--- src/rtl/tipi_bus_capture_shift.sv ---
// Captures TI-99/4A bus writes into a holding register and serialises them MSB-first to the Pi.
// Optional odd-parity trailer bit is enabled with `define TIPI_CAPTURE_PARITY_EN.
module tipi_bus_capture_shift #(
  parameter int DATA_W      = 8,
  parameter int SYNC_STAGES = 2
) (
  input  logic              clk,
  input  logic              rst_n,
  input  logic [DATA_W-1:0] ti_data_in,
  input  logic              ti_we_n,
  input  logic              ti_sel,
  input  logic              pi_le,
  input  logic              pi_sclk,
  output logic              pi_sdo,
  output logic [DATA_W-1:0] data_q,
  output logic              new_data,
  output logic              overrun
);

`ifdef TIPI_CAPTURE_PARITY_EN
  localparam int FRAME_W = DATA_W + 1;
`else
  localparam int FRAME_W = DATA_W;
`endif
  localparam int CNT_W = $clog2(FRAME_W + 1);

  typedef enum logic [1:0] {IDLE, SHIFT, DONE} state_t;

  logic [SYNC_STAGES-1:0] weSync, selSync, leSync, sclkSync;
  logic                   weDly, selDly, leDly, sclkDly;
  logic                   weLast, selLast, leLast, sclkLast;
  logic                   weRise, leRise, sclkRise, commit;
  logic [DATA_W-1:0]      sampleQ;
  logic [FRAME_W-1:0]     shifter, loadVal, shifted;
  logic [CNT_W-1:0]       count;
  state_t                 state;

  assign weLast   = weSync[SYNC_STAGES-1];
  assign selLast  = selSync[SYNC_STAGES-1];
  assign leLast   = leSync[SYNC_STAGES-1];
  assign sclkLast = sclkSync[SYNC_STAGES-1];

  assign weRise   = weLast & ~weDly;
  assign leRise   = leLast & ~leDly;
  assign sclkRise = sclkLast & ~sclkDly;
  assign commit   = weRise & selDly;

  // Parity travels as the frame's last bit, so it is fixed at load time.
`ifdef TIPI_CAPTURE_PARITY_EN
  assign loadVal = {data_q, ~^data_q};
`else
  assign loadVal = data_q;
`endif
  assign shifted = {shifter[FRAME_W-2:0], 1'b0};

  always_ff @(posedge clk or negedge rst_n) begin
    if (!rst_n) begin
      weSync   <= '1;
      selSync  <= '0;
      leSync   <= '0;
      sclkSync <= '0;
      weDly    <= 1'b1;
      selDly   <= 1'b0;
      leDly    <= 1'b0;
      sclkDly  <= 1'b0;
    end else begin
      weSync   <= {weSync[SYNC_STAGES-2:0], ti_we_n};
      selSync  <= {selSync[SYNC_STAGES-2:0], ti_sel};
      leSync   <= {leSync[SYNC_STAGES-2:0], pi_le};
      sclkSync <= {sclkSync[SYNC_STAGES-2:0], pi_sclk};
      weDly    <= weLast;
      selDly   <= selLast;
      leDly    <= leLast;
      sclkDly  <= sclkLast;
    end
  end

  // Bus data is sampled raw; the strobe qualifies it, last sample before the rise wins.
  always_ff @(posedge clk or negedge rst_n) begin
    if (!rst_n) begin
      sampleQ  <= '0;
      data_q   <= '0;
      new_data <= 1'b0;
      overrun  <= 1'b0;
    end else begin
      if (!weLast && selLast)
        sampleQ <= ti_data_in;
      if (commit)
        data_q <= sampleQ;
      if (leRise) begin
        new_data <= commit;
        overrun  <= 1'b0;
      end else if (commit) begin
        new_data <= 1'b1;
        if (new_data)
          overrun <= 1'b1;
      end
    end
  end

  always_ff @(posedge clk or negedge rst_n) begin
    if (!rst_n) begin
      shifter <= '0;
      pi_sdo  <= 1'b0;
      count   <= '0;
      state   <= IDLE;
    end else if (leRise) begin
      shifter <= loadVal;
      pi_sdo  <= loadVal[FRAME_W-1];
      count   <= '0;
      state   <= SHIFT;
    end else if (sclkRise && !leLast && state != IDLE) begin
      shifter <= shifted;
      pi_sdo  <= shifted[FRAME_W-1];
      if (state == SHIFT) begin
        count <= count + 1'b1;
        if (count + 1'b1 == CNT_W'(FRAME_W))
          state <= DONE;
      end
    end
  end

endmodule

--- config.mk ---
export PLATFORM = sky130hd
export DESIGN_NAME = tipi_bus_capture_shift
export DESIGN_NICKNAME = d
export VERILOG_FILES = /design/src/rtl/tipi_bus_capture_shift.sv
export SDC_FILE = /design/constraint.sdc
export NUM_CORES = 1
export LEC_CHECK = 0
export BUFFER_PORTS_ARGS = -buffer_cell sky130_fd_sc_hd__buf_2
export CORE_ASPECT_RATIO = 1.75
export CORE_MARGIN = 2
export CORE_UTILIZATION = 40
export CTS_BUF_LIST = sky130_fd_sc_hd__clkbuf_8
export DETAILED_ROUTE_END_ITERATION = 8
export PLACE_DENSITY_LB_ADDON = 0.12
export RECOVER_POWER = 25
export SYNTH_ARGS = -nofsm -noshare
export SYNTH_HDL_FRONTEND = slang
export SYNTH_SLANG_ARGS = --single-unit
export TNS_END_PERCENT = 100
--- constraint.sdc ---
create_clock -name clk -period 1.8 [get_ports clk]
set_clock_uncertainty 0.2 [all_clocks]
set_input_delay 0.09 -clock clk [delete_from_list [all_inputs] [get_ports clk]]
set_output_delay 0.09 -clock clk [all_outputs]
set_load 0.01 [all_outputs]
Word level (Yosys, flattened, before mapping)
Cells that the tools add are included.

Output and inout port bits: 11. Register bits: 44.

Bitwise gates (word level): 7. Mux-type cells: 16. Add/subtract/negate cells: 1. Eq/ne operators: 2. Reduce and logical (&&, ||, !) cells: 14.

Operator list (number): 7-bit two-way mux (2); 4-bit two-way mux (3); 2-bit nonzero test (6); 2-bit two-way mux (4); 1-bit two-way mux (7); 4-bit by 1-bit adder with 4-bit output (second input constant) (1); 1-bit AND (4); 4-bit == test (second input constant) (1); 2-bit AND reduction (2); 1-bit logical AND (3); 1-bit inverter (3); 3-bit AND reduction (1); 2-bit by 1-bit == test with 1-bit output (second input constant) (1); 1-bit zero test (2).

Logic depth before layout (Yosys ltp)
Gate-level depths: netlist of run 1.

Depth in word-level cells: 6. Depth in mapped cells: 4. Depth with buffers taken out: 4.

Worst setup path before layout of run 1
OpenSTA, ideal clock, no wires.

Path kind: register to register. Start point: register leSync[1]. End point: register count[3]. Arrival: 1502 ps. Buffers on the path: 1. Stages on the path, launching flop included: 5. Clock period less this slack: 1780 ps. Setup slack: 20 ps. Setup time: 78 ps. Cell sequence: dfrtp_1 -> or3b_1 -> buf_6 -> or4_1 -> a21oi_1.

Longest elaborated chain between the ends: 5. Elaborated cells on any way between the ends: 8.

Ends and longest elaborated chain: start, declared (RTL line 29) `logic [SYNC_STAGES-1:0] weSync, selSync, leSync, sclkSync;`; start signal, assigned (RTL line 69) `leSync <= {leSync[SYNC_STAGES-2:0], pi_le};`; 1-bit zero test (RTL line 112) `end else if (sclkRise && !leLast && state != IDLE) begin`; 1-bit logical AND (2 in series) (RTL line 112); 2-bit nonzero test (no source line); 2-bit AND reduction (no source line); end signal, assigned (RTL line 116) `count <= count + 1'b1;`; end, declared (RTL line 35) `logic [CNT_W-1:0] count;`.

Several ways; a longest one is shown, not always the timed one. A chain may end at the register's enable or synchronous reset.

Worst setup path in the final report of run 1
Start point: register sclkDly. End point: register count[3].

Longest elaborated chain between the ends: 6.

Ends and longest elaborated chain: start, declared (RTL line 30) `logic weDly, selDly, leDly, sclkDly;`; start signal, assigned (RTL line 74) `sclkDly <= sclkLast;`; 1-bit inverter (RTL line 45) `assign sclkRise = sclkLast & ~sclkDly;`; 1-bit AND (RTL line 45); 1-bit logical AND (2 in series) (RTL line 112); 2-bit nonzero test (no source line); 2-bit AND reduction (no source line).

Every way passes these cells.

==> flow_summary.yaml, run 1 <==
run_status:
  outcome: "completed"
critical_path:
  cp.required_ps: 1810
  end_kind: "register"
  path_max_fanout: 5
  arrival_ps: 1740
  crit_family: "simple AND/OR/NAND/NOR gates"
  critPathKind: "register to register"
  cp-start-kind: "register"
  reg2reg_slack_ps: 70
  path_cells: "or3b_4, or4_1, a21oi_1"
  crit_buf_inv: 0
  crit_slowest_cell: "or4_1"
  cpPeakStageDelay_ps: 510
clocking:
  cts_tree: "built"
  clk_pin_slew_ps: 80
  h-tree-depth: 2
  cts_max_path_buffers: 2
  clock_sinks: 44
  ctsRootBufferMaster: "clkbuf_8"
  numCtsBuffers: 5
  insertion_delay_ps: 290
sta:
  fin_hold_ws_ps: 97.00
  finalHoldViolCount: 0
  max_freq_ghz: 0.5796
  tightest_slew_ps: 696.0
  maxSlewViolCount: 0
  rsz0062_at_grt: "no"
  fin_ws_ps: 74.82
  period_minus_slack_ps: 1725
  timing.slew.headroom: 0.5351
  finalCritPeriodShare: 0.9584
  tns_ps: 0
  setup_violations: 0
logic_synthesis:
  avgSynthCellArea_um2: 14.37
  ys_top_cells_by_area: "dfrtp_1, mux2_2, dfstp_2, o221a_2, nand2b_1"
  synth_flop_cell: "dfrtp_1"
  synth_fp_nets: 131
  yosysSeqAreaShare: 0.6629
  synth_edf_count: 0
  ys_warn_count: 0
  ys_top_cells_by_count: "dfrtp_1, mux2_2, nand2b_1"
  synth_area_um2: 1667
  synth.distinct_cells: 30
  synth_seq_cells: 44
  async_flop_share: 1.000
  synth_top_area_frac: 0.6156
  synthCells: 116
  yosysMostFrequentCell: "dfrtp_1"
  synth_top_area_cell: "dfrtp_1"
placed_design:
  gp_congestion: 0.6684
  dpl.hpwl_mm: 2.100
  port_buffers: 24
  placed_area_um2: 1867
  place_ws_ps: -22.59
drt:
  wl_per_cell_um: 13.74
  first_iter_violations: 9
  via_count: 1066
  ant_nets: 0
  vias_per_cell: 5.052
  wirelength_mm: 2.899
  firstDrtPassIters: 4
  drc: 0
finish:
  drive_gt1_frac: 0.3951
  n_fill_cell: 355
  syn2layout_area_growth_pct: 28.08
  final_core_util: 0.5241
  final_area_um2: 2135
  n_antenna_cell: 0
  nets: 176
global_route:
  grt_usage: 0.1434
  grt_pass1_wl_mm: 4.954
  grt_pass1_vias: 1094
  gr-total-overflow: 0
  antenna_found_initial: 0
  grt_max_degree: 24
pwr:
  peakVddDrop_uv: 1000
  p_leak_nw: 0.9458
  power_density_nw_per_um2: 1145
floorplan:
  die_h_um: 89.39
  initial_core_util: 0.4092
  num_rows: 31
  dieArea_um2: 4719
  fp.dieW_um: 52.80
  coreArea_um2: 4073
  io_pins: 25
worst_hold_path:
  hp-class: "input port to asynchronous set/reset pin"
run:
  drv_cap: 0
-- final timing paths --
path	start	endpoint	cells after the start
worst max register to register	sclkDly	count[3]	3
worst min register to register	selSync[0]	selSync[1]	0
worst min-delay path	rst_n	data_q[1]	2
min in group clk	selSync[0]	selSync[1]	0
worst max-delay path	sclkDly	count[3]	3
max in group asynchronous	rst_n	shifter[1]	3
-- placed cells by master, fill, tap and decap left out, types with 2 or more instances in the layout --
| cell | Yosys | routed |
|---|---|---|
| buf_2 | 0 | 24 |
| buf_4 | 0 | 5 |
| bufinv_16 | 0 | 2 |
| clkbuf_8 | 0 | 5 |
| dfrtp_1 | 41 | 41 |
| dfstp_2 | 3 | 2 |
| dlygate4sd3_1 | 0 | 13 |
| inv_1 | 4 | 5 |
| mux2_2 | 16 | 16 |
| nand2_1 | 3 | 3 |
| nand2b_1 | 9 | 9 |
| nor2_1 | 3 | 3 |
| o211ai_1 | 3 | 3 |
| o221a_2 | 7 | 7 |
| o31ai_1 | 3 | 3 |
-- cells by family after synthesis --
group                      count (synthesis)  synth area share
AOI/OAI and AO/OA                         22            0.1111
xor gates and xnor gates                   1          0.005256
adders and majority gates                  1          0.007506
buffers and inverters                      9           0.02478
DFF                                       44            0.6629
muxes                                     16            0.1081
and+or+nand+nor                           23           0.08033
-- repair_timing --
item | 4_1_cts | 5_1_grt
pin swaps | 0 | 1
setup endpoints to repair | 7 | 2
setup buffers | 0 | 0
gates resized for setup | 1 | 2
hold buffers | 13 | 0
endpoints found under the hold margin | 42 | 0
-- per-layer routing --
metal	global-route usage	vias up	wire [µm]
met1	0.1726	533	1235
met2	0.2386	20	1525
li1	-	507	-
met3	0.03679	6	78
met4	0.06294	0	59
met5	0	-	0
-- registers in the layout, summed over array words and instances, names as in the netlist --
name,cells
leSync,2
selSync,2
sclkSync,2
sampleQ,8
overrun,1
shifter,7
selDly,1
new_data,1
leDly,1
data_q,8
weDly,1
sclkDly,1
count,4
state,2
weSync,2
pi_sdo,1
-- stage by stage --
| stage | instances | total power [W] |
|---|---|---|
| after floorplan | 116 | 0.001430 |
| after global placement | 190 | 0.001567 |
| after detailed placement | 190 | 0.001583 |
| after CTS | 211 | 0.002478 |
| after global routing | 211 | 0.002578 |
| final | 211 | 0.002444 |
-- final cells by class --
type,count,area [µm²],area share
Multi-Input combinational cell,63,529.3,0.2479
Inverter,4,15.01,0.007034
Clock buffer,5,68.82,0.03224
Timing Repair Buffer,43,291.5,0.1366
Tap cell,49,61.31,0.02872
Clock inverter,3,63.81,0.02989
Sequential cell,44,1105,0.5176
-- power breakdown --
part	total (W)	switching (W)	internal, W
Clock	0.000867	0.000318	0.000549
Combinational	0.000351	0.000145	0.000206
Sequential	0.00123	0.0000895	0.00114
No activity file was read; power rests on OpenSTA's default activity.
==> run 2, diff against run 1 <==
Settings changed: BUFFER_PORTS_ARGS -buffer_cell sky130_fd_sc_hd__buf_2 to unset, DONT_BUFFER_PORTS set to 1, SETUP_SLACK_MARGIN set to 0.15.
==> flow_summary.yaml, run 2 (synthesized netlist as in run 1, its figures left out) <==
global_route:
  grt_max_degree: 45
  grt_pass1_vias: 1052
  grt_usage: 0.1410
  grt_pass1_wl_mm: 4.740
  gr-total-overflow: 0
  antenna_found_initial: 0
clocking:
  numCtsBuffers: 5
  clk_pin_slew_ps: 80
  insertion_delay_ps: 300
  clock_sinks: 44
  ctsRootBufferMaster: "clkbuf_8"
  cts_tree: "built"
  cts_max_path_buffers: 2
  h-tree-depth: 2
critical_path:
  r2r-start: "leSync[1]"
  end_kind: "register"
  cp-start-kind: "register"
  critPathKind: "register to register"
  reg2reg_slack_ps: 140
  arrival_ps: 1630
  path_max_fanout: 5
  crit_end: "count[2]"
  reg2regPathDepth: 3
  cp.required_ps: 1770
  r2r-end: "count[2]"
  crit_path_start: "leSync[1]"
finish:
  n_antenna_cell: 0
  syn2layout_area_growth_pct: 21.70
  final_common_cell: "dfrtp_1"
  n_fill_cell: 367
  drive_gt1_frac: 0.3504
  reg_top3: "data_q: 8 flops, sampleQ: 8 flops, shifter: 7 flops"
  nets: 151
  final_cell_mix: "dfrtp_1, mux2_2, dlygate4sd3_1"
drt:
  vias_per_cell: 5.263
  wl_per_cell_um: 14.81
  wirelength_mm: 2.755
  ant_nets: 0
  firstDrtPassIters: 4
  drc: 0
  via_count: 979
  first_iter_violations: 21
floorplan:
  fp.dieW_um: 52.80
  num_rows: 31
  dieArea_um2: 4719
  coreArea_um2: 4073
  die_h_um: 89.39
  io_pins: 25
  initial_core_util: 0.4092
sta:
  tightest_slew_ps: 1048
  timing.slew.headroom: 0.3015
  rsz0062_at_grt: "yes"
  finalHoldViolCount: 0
  fin_ws_ps: 135.1
  tns_ps: 0
  finalCritPeriodShare: 0.9249
  maxSlewViolCount: 0
  setup_violations: 0
  period_minus_slack_ps: 1665
  max_freq_ghz: 0.6006
placed_design:
  place_ws_ps: 72.98
  dpl.hpwl_mm: 1.889
  gp_congestion: 0.7312
  port_buffers: 0
pwr:
  finalPower_w: 0.002250
  p_leak_nw: 0.8391
  power_density_nw_per_um2: 1109
  peakVddDrop_uv: 853.4
worst_hold_path:
  hp-class: "input port to register"
  holdPathStages: 1
run_status:
  outcome: "completed"
run:
  drv_cap: 0
-- run 2: cell type report --
class                      instances  area (µm²)  share of cell area
clock buffer                       5       68.82             0.03393
clock inverter                     3       42.54             0.02097
inverter                           4       15.01            0.007403
multi-input combinational         63       566.8              0.2795
sequential                        44        1105              0.5447
tap                               49       61.31             0.03023
timing repair buffer              18       168.9             0.08328
-- run 2: repair_timing --
item	4_1_cts	5_1_grt
pin swaps	0	1
hold endpoints to repair	56	0
gates resized for setup	3	8
setup buffers	0	0
setup endpoints to repair	19	11
hold buffers	14	0
-- run 2: power breakdown --
part           total, W  internal [W]  switching [W]
clock          0.000738      0.000410       0.000328
sequential      0.00127       0.00114       0.000131
combinational  0.000244      0.000157      0.0000864
total           0.00225       0.00171       0.000545
-- run 2: worst min-delay path by stage --
stage	start	end	slack [ps]
global placement	rst_n	sclkDly	-400
floorplan	rst_n	count[0]	-410
detailed placement	rst_n	count[1]	-400
finish	ti_we_n	weSync[0]	130
global route	ti_we_n	weSync[0]	120
CTS	rst_n	sclkSync[0]	60
-- run 2: routing by layer --
metal | routed length (µm) | share of wire | vias up | track usage
li1 | - | - | 456 | -
met1 | 1108 | 0.40 | 493 | 0.1475
met2 | 1458 | 0.53 | 25 | 0.2375
met3 | 133 | 0.048 | 5 | 0.06020
met4 | 55 | 0.020 | 0 | 0.06993
met5 | 0 | 0 | - | 0
-- run 2: stage by stage --
stage	hold slack (ps)	area (µm²)	cells	utilization
3_5_place_dp	-404.5	1735	164	0.4261
6_report	133.4	2028	186	0.4980
5_1_grt	120.1	2028	186	0.4980
2_1_floorplan	-405.6	1670	116	-
3_3_place_gp	-404.6	1735	164	0.4261
4_1_cts	62.35	2004	186	0.4922
-- run 2: critical path, cell delays in order (launching register included) --
cell	delay [ps]
dfrtp_1	410
or3b_4	430
o311ai_0	360
o41ai_1	140
